`src/rtl/mu0_param_core.sv`:
```
`default_nettype none
// +--------------------------------------------------------------------------+
// | mu0_param_core : parametrised MU0 accumulator CPU, Ack wait-state memory |
// | Rev 1.0                                                                  |
// +--------------------------------------------------------------------------+
module mu0_param_core #(
   parameter int DATA_W = 16,
   parameter int ADDR_W = 12,
   parameter bit ACK_EN = 1'b1
) (
   input  logic              Clk,
   input  logic              Reset,
   input  logic [DATA_W-1:0] Data_in,
   input  logic              Ack,
   output logic              Rd,
   output logic              Wr,
   output logic [ADDR_W-1:0] Addr,
   output logic [DATA_W-1:0] Data_out,
   output logic              Fetch,
   output logic              Halted,
   output logic              Illegal
);

   typedef enum logic [1:0] {
      ST_FETCH = 2'd0,
      ST_EXEC  = 2'd1,
      ST_HALT  = 2'd2
   } state_t;

   localparam logic [3:0] OP_LDA = 4'h0;
   localparam logic [3:0] OP_STA = 4'h1;
   localparam logic [3:0] OP_ADD = 4'h2;
   localparam logic [3:0] OP_SUB = 4'h3;
   localparam logic [3:0] OP_JMP = 4'h4;
   localparam logic [3:0] OP_JGE = 4'h5;
   localparam logic [3:0] OP_JNE = 4'h6;
   localparam logic [3:0] OP_STP = 4'h7;
   localparam logic [3:0] OP_AND = 4'h8;
   localparam logic [3:0] OP_ORR = 4'h9;
   localparam logic [3:0] OP_LDI = 4'hA;

   state_t            state_q, state_d;
   logic [ADDR_W-1:0] pc_q, pc_d;
   logic [DATA_W-1:0] acc_q, acc_d;
   logic [DATA_W-1:0] ir_q, ir_d;
   logic              illegal_q, illegal_d;

   logic              done;
   logic [3:0]        opcode;
   logic [ADDR_W-1:0] s_field;
   logic              rd_c, wr_c, fetch_c, halted_c;
   logic [ADDR_W-1:0] addr_c;
   logic [DATA_W-1:0] dout_c;

   assign done    = ACK_EN ? Ack : 1'b1;
   assign opcode  = ir_q[DATA_W-1 -: 4];
   assign s_field = ir_q[ADDR_W-1:0];

   always_ff @(posedge Clk or posedge Reset) begin
      if (Reset) begin
         state_q   <= ST_FETCH;
         pc_q      <= '0;
         acc_q     <= '0;
         ir_q      <= '0;
         illegal_q <= 1'b0;
      end else begin
         state_q   <= state_d;
         pc_q      <= pc_d;
         acc_q     <= acc_d;
         ir_q      <= ir_d;
         illegal_q <= illegal_d;
      end
   end

   always_comb begin
      state_d   = state_q;
      pc_d      = pc_q;
      acc_d     = acc_q;
      ir_d      = ir_q;
      illegal_d = illegal_q;
      rd_c      = 1'b0;
      wr_c      = 1'b0;
      fetch_c   = 1'b0;
      halted_c  = 1'b0;
      addr_c    = pc_q;
      dout_c    = '0;
      case (state_q)
         ST_FETCH: begin
            rd_c    = 1'b1;
            fetch_c = 1'b1;
            if (done) begin
               ir_d    = Data_in;
               pc_d    = pc_q + ADDR_W'(1);
               state_d = ST_EXEC;
            end
         end
         ST_EXEC: begin
            addr_c = s_field;
            case (opcode)
               OP_LDA, OP_ADD, OP_SUB, OP_AND, OP_ORR: begin
                  rd_c = 1'b1;
                  if (done) begin
                     state_d = ST_FETCH;
                     case (opcode)
                        OP_ADD:  acc_d = acc_q + Data_in;
                        OP_SUB:  acc_d = acc_q - Data_in;
                        OP_AND:  acc_d = acc_q & Data_in;
                        OP_ORR:  acc_d = acc_q | Data_in;
                        default: acc_d = Data_in;
                     endcase
                  end
               end
               OP_STA: begin
                  wr_c   = 1'b1;
                  dout_c = acc_q;
                  if (done) state_d = ST_FETCH;
               end
               OP_JMP: begin
                  pc_d    = s_field;
                  state_d = ST_FETCH;
               end
               OP_JGE: begin
                  if (!acc_q[DATA_W-1]) pc_d = s_field;
                  state_d = ST_FETCH;
               end
               OP_JNE: begin
                  if (acc_q != '0) pc_d = s_field;
                  state_d = ST_FETCH;
               end
               OP_STP: state_d = ST_HALT;
               OP_LDI: begin
                  acc_d   = {{(DATA_W-ADDR_W){1'b0}}, s_field};
                  state_d = ST_FETCH;
               end
               default: begin
                  illegal_d = 1'b1;
                  state_d   = ST_HALT;
               end
            endcase
         end
         ST_HALT: halted_c = 1'b1;
         default: state_d = ST_FETCH;
      endcase
   end

   // Registers already sit at their reset values; gating keeps the bus quiet while Reset is held.
   assign Rd       = rd_c & ~Reset;
   assign Wr       = wr_c & ~Reset;
   assign Fetch    = fetch_c & ~Reset;
   assign Halted   = halted_c & ~Reset;
   assign Addr     = Reset ? '0 : addr_c;
   assign Data_out = Reset ? '0 : dout_c;
   assign Illegal  = illegal_q;

endmodule
`default_nettype wire

```
`config.mk`:
```
export PLATFORM = sky130hd
export DESIGN_NAME = mu0_param_core
export DESIGN_NICKNAME = d
export VERILOG_FILES = /design/src/rtl/mu0_param_core.sv
export SDC_FILE = /design/constraint.sdc
export NUM_CORES = 1
export LEC_CHECK = 0
export ABC_AREA = 1
export BUFFER_PORTS_ARGS = -buffer_cell sky130_fd_sc_hd__clkbuf_2
export CAP_MARGIN = 20
export CORE_ASPECT_RATIO = 1.25
export CORE_UTILIZATION = 49
export DETAILED_ROUTE_END_ITERATION = 10
export PLACE_DENSITY = 0.73
export SKIP_LAST_GASP = 1
export SYNTH_ARGS = -nofsm -noshare
export SYNTH_HDL_FRONTEND = slang
export SYNTH_SLANG_ARGS = --single-unit
```
`constraint.sdc`:
```
create_clock -name Clk -period 3.6 [get_ports Clk]
set_input_delay 0.18 -clock Clk [delete_from_list [all_inputs] [get_ports Clk]]
set_output_delay 0.18 -clock Clk [all_outputs]
set_load 0.03 [all_outputs]
```
==> results of run 1 <==
layer usage:
layer	track usage	vias to the layer above
met4	0.1238	0
li1	-	2307
met2	0.5051	175
met1	0.3694	2162
met5	0	-
met3	0.02901	39
through the flow:
stage | std cells | util | power (mW)
floorplan | 686 | - | 3.076
global placement | 841 | 0.5423 | 3.646
detailed placement | 841 | 0.5423 | 3.690
CTS | 849 | 0.5525 | 4.043
global route | 849 | 0.5525 | 4.445
finish | 849 | 0.5525 | 4.072
power breakdown:
group / switching [mW] / leakage [nW] / internal, mW
sequential: 0.293 / 0.586 / 0.763
clock: 0.207 / 0.0402 / 0.136
combinational: 1.82 / 1.91 / 0.855
total: 2.32 / 2.54 / 1.75
logic make-up (layout without fill, tap and decap cells):
| family | Yosys count | after routing | synth area share |
|---|---|---|---|
| flip-flops | 47 | 47 | 0.2661 |
| buffers and inverters | 125 | 168 | 0.1195 |
| XOR/XNOR | 14 | 14 | 0.02775 |
| AND/OR/NAND/NOR | 335 | 335 | 0.3293 |
| AO/OA/AOI/OAI | 144 | 144 | 0.1965 |
| adder cells (fa/ha/maj) | 20 | 20 | 0.05832 |
| multiplexers | 1 | 1 | 0.002548 |
synthesized netlist by cell type, drive strengths merged, types with 3 or more instances:
library cell	instances
nand2	190
inv	107
nor2	74
o21ai	68
dfrtp	47
a21oi	44
nand3	37
ha	19
nand4	13
xor2	13
buf	11
nor3	11
o211ai	9
clkbuf	7
a211oi	4
or2	4
a21o	3
a311oi	3
o21bai	3
sequential cells by signal, summed over array words and instances (netlist names):
register / flops
ir_q: 16
Illegal: 1
acc_q: 16
pc_q: 12
state_q: 2
final cells by class:
type | instances | area, um2
Tap cell | 120 | 150.1
Timing Repair Buffer | 53 | 270.3
Multi-Input combinational cell | 514 | 2715
Clock inverter | 3 | 20.02
Inverter | 107 | 406.6
Sequential cell | 47 | 1176
Clock buffer | 5 | 68.82
Fill cell | 921 | 3894
critical path, stage by stage, from the launching register on:
cell	delay (ps)
dfrtp_1	490
nand2_1	140
inv_1	70
nand2_1	300
inv_2	140
o21ai_0	210
xor2_1	160
inv_1	60
ha_1	330
a21oi_1	290
o21ai_0	200
a21oi_1	240
nand2_1	90
nand2_1	70
nand3_1	90
nand2_1	90
nand2_1	50
nand2_1	50
worst max path at each step:
stage | cells past startpoint | startpoint | endpoint | slack (ps)
after floorplan | 6 | Reset | Data_out[10] | 750
after global placement | 16 | ir_q[12]$_DFFE_PP0P_ | acc_q[14]$_DFFE_PP0P_ | 560
after detailed placement | 16 | ir_q[12]$_DFFE_PP0P_ | acc_q[14]$_DFFE_PP0P_ | 570
after CTS | 17 | ir_q[12]$_DFFE_PP0P_ | acc_q[14]$_DFFE_PP0P_ | 530
after global routing | 17 | ir_q[12]$_DFFE_PP0P_ | acc_q[14]$_DFFE_PP0P_ | 190
final | 17 | ir_q[12]$_DFFE_PP0P_ | acc_q[14]$_DFFE_PP0P_ | 480
==> impl_metrics.json, run 1 <==
{
  "timing.hold.ws_ps": 158.0,
  "cp-start-kind": "flop",
  "cts_buffers": 5,
  "synth_warnings": 0,
  "grt_max_degree": 49,
  "grt.overflow.total": 0,
  "wl_met2_um": 6347,
  "die_w_um": 86.94,
  "endpoint_kind": "flop",
  "async_flop_share": 1.000,
  "ys_ff_latch": 47,
  "grt_pass1_vias": 4496,
  "yosys.area.top_type": "dfrtp_1",
  "crit_arrival_ps": 3370,
  "hold_class": "primary input to flop",
  "hold_end": "ir_q[15]$_DFFE_PP0P_",
  "cp.required_ps": 3850,
  "place_ws_ps": 572.0,
  "max-slew-margin-rel": 0.4876,
  "chipHeight_um": 108.2,
  "final_common_cell": "nand2_1",
  "insertion_delay_ps": 320,
  "vias": 4683,
  "r2r_slack_ps": 480,
  "status": "finished clean",
  "fin_worst_skew_ps": 10.53,
  "rr_worst_depth": 17,
  "peakVddDrop_v": 0.0003551,
  "ant_nets": 0,
  "setup-violations-final": 0,
  "wl_met3_um": 673,
  "synth_edf_count": 0,
  "min-delay-start": "Data_in[15]",
  "r2r_start": "ir_q[12]$_DFFE_PP0P_",
  "nNetsFinal": 767,
  "rsz0062_at_grt": "false",
  "critical_path_class": "flop to flop",
  "cts_buffer_depth": 2,
  "cap_violations": 0,
  "grt_pass1_wl_um": 21360,
  "antenna_found_initial": 0,
  "cts.repair.resized": 0,
  "grt_use_total": 0.2925,
  "wl_met1_um": 5689,
  "ios": 52,
  "final_cell_mix": "nand2_1 (179), inv_1 (98), nor2_1 (70)",
  "fmax_mhz": 320.5,
  "setup_ws_ps": 479.7,
  "top_layer": "met4",
  "drtIter0Drc": 350,
  "netlist_top_cells_area": "dfrtp_1 (27%), nand2_1 (15%), inv_1 (8.4%)",
  "io_buffer_count": 51,
  "syn_avg_cell_area_um2": 6.442,
  "period_needed_ps": 3120,
  "syn-num-nets": 725,
  "drive_gt1_frac": 0.1454,
  "wl_per_cell_um": 15.51,
  "fp.coreArea_mm2": 0.008701,
  "areaGrowthSynthToFinish_pct": 8.777,
  "r2r_end": "acc_q[14]$_DFFE_PP0P_",
  "fin_area_mm2": 0.004807,
  "syn_inst": 686,
  "drcViolationCount": 0,
  "finalWeightedCongestion": 0.9795,
  "leakagePower_nw": 2.538,
  "path_clk_slew_ps": 90,
  "cts_sinks": 47,
  "root_buffer": "clkbuf_8",
  "via_per_inst": 5.516,
  "synth_top_area_frac": 0.2661,
  "dieArea_mm2": 0.009405,
  "post-cts-setup-buffer-count": 0,
  "num_rows": 38,
  "synthFlopType": "dfrtp_1",
  "yosysSeqAreaShare": 0.2661,
  "cts-htree-levels": 2,
  "drt-total-wl_um": 13170,
  "syn_area_mm2": 0.004419,
  "hpwl_um": 10130,
  "finalSetupTns_ps": 0,
  "cts_tree": "built",
  "worst_pin_slew_ps": 765.7,
  "hold_viol": 0,
  "drt_first_pass_iters": 5,
  "place_area_mm2": 0.004718,
  "slew_viol_final": 0,
  "period_share": 0.8667,
  "hold_depth": 3,
  "synth_cell_type_count": 52,
  "powerDensity_mw_per_mm2": 847.1,
  "ctsHoldBuffers": 0,
  "n_antenna_cell": 0,
  "crit_fanout": 11,
  "start_util": 0.5079
}
Note: power is estimated with default switching activity, not from simulation.
==> run 2: changes to the inputs <==
- PLACE_DENSITY: 0.73 -> 0.77
==> run 2 against run 1 <==
Net effect: worst hold slack got worse by 2.9 ps; critical path depth unchanged; power down 0.50%; final cell count did not move; largest cell class unchanged.
==> impl_metrics.json, run 2 (same netlist as run 1, synthesis figures left out) <==
{
  "grt_max_degree": 49,
  "fmax_mhz": 315.1,
  "dieArea_mm2": 0.009405,
  "cts_tree": "built",
  "endpoint_kind": "flop",
  "hold_depth": 3,
  "antenna_found_initial": 0,
  "grt_use_total": 0.2977,
  "cap_violations": 0,
  "die_w_um": 86.94,
  "ant_nets": 0,
  "top_regs": "acc_q: 16 flops, ir_q: 16 flops, pc_q: 12 flops",
  "cp-start-kind": "flop",
  "status": "finished clean",
  "max-slew-margin-rel": 0.5611,
  "wl_per_cell_um": 15.47,
  "slew_viol_final": 0,
  "post-cts-setup-buffer-count": 0,
  "hpwl_um": 10180,
  "leakagePower_nw": 2.538,
  "cts_buffers": 5,
  "areaGrowthSynthToFinish_pct": 8.777,
  "cts_buffer_depth": 2,
  "drcViolationCount": 0,
  "final_common_cell": "nand2_1",
  "fin_worst_skew_ps": 11.20,
  "powerDensity_mw_per_mm2": 842.9,
  "cp.required_ps": 3820,
  "root_buffer": "clkbuf_8",
  "final_cell_mix": "nand2_1 (179), inv_1 (98), nor2_1 (70)",
  "cts_sinks": 47,
  "fp.coreArea_mm2": 0.008701,
  "via_per_inst": 5.522,
  "cts-htree-levels": 2,
  "period_share": 0.8815,
  "grt_pass1_vias": 4484,
  "rr_worst_depth": 17,
  "crit_arrival_ps": 3390,
  "chipHeight_um": 108.2,
  "crit_fanout": 11,
  "critical_path_class": "flop to flop",
  "grt_pass1_wl_um": 21550,
  "hold_class": "primary input to flop",
  "ctsHoldBuffers": 0,
  "nNetsFinal": 767,
  "place_ws_ps": 477.3,
  "cts.repair.resized": 0,
  "hold_viol": 0,
  "ios": 52,
  "setup-violations-final": 0,
  "rsz0062_at_grt": "false",
  "period_needed_ps": 3173,
  "drt_first_pass_iters": 5,
  "start_util": 0.5079,
  "path_clk_slew_ps": 100,
  "worst_pin_slew_ps": 658.4,
  "num_rows": 38,
  "grt.overflow.total": 0,
  "insertion_delay_ps": 320,
  "io_buffer_count": 51,
  "finalWeightedCongestion": 0.9795,
  "finalSetupTns_ps": 0,
  "n_antenna_cell": 0,
  "drive_gt1_frac": 0.1454,
  "setup_ws_ps": 426.6,
  "drt-total-wl_um": 13140,
  "drtIter0Drc": 352,
  "vias": 4688,
  "peakVddDrop_v": 0.0003490
}
run 2: cell counts in the layout (fill, tap and decap cells not counted):
Identical to the previous run, type by type.
run 2: power by group:
part / internal (mW) / switching [mW] / total (mW)
clock network: 0.136 / 0.206 / 0.341
registers: 0.763 / 0.292 / 1.06
logic: 0.854 / 1.80 / 2.65
run 2: final timing paths:
check	slack (ps)	start	end
setup / recovery	430	ir_q[12]$_DFFE_PP0P_	acc_q[11]$_DFFE_PP0P_
hold / removal	160	Data_in[15]	ir_q[15]$_DFFE_PP0P_
setup reg to reg	430	ir_q[12]$_DFFE_PP0P_	acc_q[11]$_DFFE_PP0P_
hold reg to reg	470	Illegal$_DFFE_PP0P_	Illegal$_DFFE_PP0P_
max in group asynchronous	2910	Reset	pc_q[10]$_DFFE_PP0P_
min in group asynchronous	250	Reset	ir_q[15]$_DFFE_PP0P_
run 2: area by class of cell:
| type | count | area, um2 |
|---|---|---|
| Clock inverter | 3 | 20.02 |
| Clock buffer | 5 | 68.82 |
| Fill cell | 890 | 3894 |
| Inverter | 107 | 406.6 |
| Sequential cell | 47 | 1176 |
| Multi-Input combinational cell | 514 | 2715 |
| Tap cell | 120 | 150.1 |
| Timing Repair Buffer | 53 | 270.3 |
run 2: metal layers:
metal / wire [um] / GRT usage / vias to the layer above
li1: - / - / 2311
met1: 5436 / 0.3588 / 2180
met2: 6495 / 0.5191 / 167
met3: 768 / 0.04122 / 30
met4: 435 / 0.1393 / 0
met5: 0 / 0 / -
run 2: critical path, stage by stage, from the launching register on:
cell and delay (ps):
dfrtp_1 490, nand2_1 160, inv_1 70, nand2_1 310, inv_2 130, a31oi_1 210
xor2_1 190, inv_1 70, ha_1 390, nand2_1 130, nor2_1 260, nand3_1 150
nand3_1 90, nand2_1 50, nand3_1 100, nand4_1 110, nand2_1 110, nand2_1 50
run 2: through the flow:
stage                     power (mW)  cell area (um2)  std cells  hold slack [ps]  utilization
after floorplan                3.076             4419        686            330.6            -
after CTS                      4.029             4807        849            142.5       0.5525
after global routing           4.446             4807        849            154.3       0.5525
after global placement         3.632             4718        841            444.1       0.5423
final                          4.052             4807        849            155.1       0.5525
after detailed placement       3.675             4718        841            451.3       0.5423
==> run 3: changes to the inputs <==
- CTS_CLUSTER_DIAMETER: default -> 50
- GPL_TIMING_DRIVEN: default -> 0
==> run 3 against run 2 <==
Net effect: sequential share of layout area is 0.67 points lower; final cell count grew 2.0%; clock power up 3%; worst hold slack worse by 19 ps; highest routed layer unchanged; first-iteration DRC count is 4.0% lower; global-route usage grew 1.2 points; fmax increased by 3.4%; sequential power about the same; power is 2.9% higher; critical endpoint is now acc_q[14]$_DFFE_PP0P_; core utilization rose by 1.6 points; die area stayed put.
==> impl_metrics.json, run 3 (same netlist as run 1, synthesis figures left out) <==
{
  "status": "finished clean",
  "period_share": 0.8521,
  "cts_sinks": 47,
  "num_rows": 38,
  "cts-htree-levels": 2,
  "hold_end": "ir_q[15]$_DFFE_PP0P_",
  "via_per_inst": 5.525,
  "place_ws_ps": 586.4,
  "io_buffer_count": 51,
  "grt_use_total": 0.3094,
  "ios": 52,
  "crit_arrival_ps": 3290,
  "dieArea_mm2": 0.009405,
  "fin_util": 0.5680,
  "rr_worst_depth": 18,
  "hold_depth": 3,
  "hold_viol": 0,
  "drive_gt1_frac": 0.1555,
  "min-delay-start": "Data_in[15]",
  "root_buffer": "clkbuf_8",
  "drcViolationCount": 0,
  "worst_pin_slew_ps": 599.3,
  "cp.required_ps": 3820,
  "cts.repair.resized": 0,
  "start_util": 0.5079,
  "placed_cells": 858,
  "hpwl_um": 10760,
  "cts_buffer_depth": 2,
  "drtIter0Drc": 338,
  "antenna_found_initial": 0,
  "cp-start-kind": "flop",
  "finalWeightedCongestion": 0.9880,
  "final_cell_mix": "nand2_1 (179), inv_1 (98), nor2_1 (70)",
  "insertion_delay_ps": 320,
  "crit_fanout": 10,
  "fin_cells": 866,
  "cts_tree": "built",
  "wl_per_cell_um": 15.74,
  "cts_buffers": 5,
  "worstPathCellList": "clkbuf_2 > nand2_1 > inv_1 > nand2_1 > buf_4 > inv_2 > o21ai_0 > xor2_1 > inv_1 > ha_1 > a21oi_1 > o21ai_0 > a21oi_1 > nand3_1 > nand3_1 > nand2_1 > nand2_1 > nand2_1",
  "hold_class": "primary input to flop",
  "setup-violations-final": 0,
  "top_regs": "acc_q: 16 flops, ir_q: 16 flops, pc_q: 12 flops",
  "grt_max_degree": 38,
  "grt_pass1_wl_um": 22560,
  "seq_area_mm2": 0.001176,
  "grt_pass1_vias": 4639,
  "ant_nets": 0,
  "endpoint_kind": "flop",
  "powerDensity_mw_per_mm2": 843.5,
  "finalSetupTns_ps": 0,
  "drt-total-wl_um": 13630,
  "crit_family": "compound AO/OA/AOI/OAI gates",
  "die_w_um": 86.94,
  "chipHeight_um": 108.2,
  "leakagePower_nw": 2.617,
  "fmax_mhz": 326.0,
  "grt.overflow.total": 0,
  "n_antenna_cell": 0,
  "cp_common_cell": "nand2_1",
  "cp_num_buf_inv": 5,
  "r2r_end": "acc_q[14]$_DFFE_PP0P_",
  "final_common_cell": "nand2_1",
  "crit_slowest_cell": "dfrtp_1",
  "path_clk_slew_ps": 100,
  "slew_viol_final": 0,
  "fillers": 881,
  "areaGrowthSynthToFinish_pct": 11.83,
  "r2r_slack_ps": 530,
  "period_needed_ps": 3068,
  "vias": 4785,
  "cap_violations": 0,
  "critical_path_class": "flop to flop",
  "rsz0062_at_grt": "false",
  "peakVddDrop_v": 0.0003827,
  "fp.coreArea_mm2": 0.008701,
  "max-slew-margin-rel": 0.5990,
  "nNetsFinal": 785,
  "max_stage_delay_ps": 370,
  "r2r_start": "ir_q[12]$_DFFE_PP0P_",
  "setup_ws_ps": 532.3,
  "multiInputGateArea_mm2": 0.002715,
  "drt_first_pass_iters": 5,
  "fin_worst_skew_ps": 8.082
}
run 3: changes by cell type in the layout (fill, tap and decap cells not counted):
cell,change
buf_12,+1
buf_2,+3
buf_4,+1
clkbuf_8,+1
clkbuf_2,+1
clkbuf_1,+6
buf_6,+5
dlygate4sd3_1,+1
clkinvlp_4,-2
run 3: what timing repair did:
item,4_1_cts,5_1_grt
buffers inserted,0,0
hold buffers,1,0
endpoints found under the hold margin,12,0
run 3: how the worst max path moves through the flow:
stage,startpoint,to,slack [ps],cells after the start
2_1_floorplan,Reset,Data_out[10],750,6
3_3_place_gp,Reset,Data_out[12],480,8
3_5_place_dp,ir_q[12]$_DFFE_PP0P_,acc_q[14]$_DFFE_PP0P_,590,18
4_1_cts,ir_q[12]$_DFFE_PP0P_,acc_q[14]$_DFFE_PP0P_,560,18
5_1_grt,ir_q[12]$_DFFE_PP0P_,acc_q[14]$_DFFE_PP0P_,250,19
6_report,ir_q[12]$_DFFE_PP0P_,acc_q[14]$_DFFE_PP0P_,530,18
run 3: routing by layer:
metal	vias up	track usage	wire, um
li1	2354	-	-
met1	2219	0.3860	5579
met2	185	0.5411	6764
met3	27	0.03282	831
met4	0	0.1238	453
met5	-	0	0
run 3: cell type report:
| type | instances | area share |
|---|---|---|
| plain buffers | 18 | 0.02456 |
| clock buffers | 6 | 0.01671 |
| clock inverters | 1 | 0.001013 |
| inverters | 107 | 0.08228 |
| multi-input cells | 514 | 0.5494 |
| flip-flops and latches | 47 | 0.2380 |
| well taps | 120 | 0.03038 |
| repair buffers | 53 | 0.05772 |
run 3: stage by stage:
step,hold WS [ps],instance area (um2),power (mW)
6_report,136.3,4942,4.169
5_1_grt,156.2,4942,4.589
4_1_cts,136.7,4942,4.130
3_5_place_dp,210.9,4845,3.774
3_3_place_gp,442.6,4825,3.704
2_1_floorplan,330.6,4419,3.076
run 3: worst min-delay path, cell delays in order:
cell and delay, ps:
clkbuf_2 100, inv_1 60, o21ai_0 70
run 3: where the power goes:
part	switching (mW)	internal, mW
clock network	0.199	0.152
registers	0.267	0.763
logic	1.86	0.928
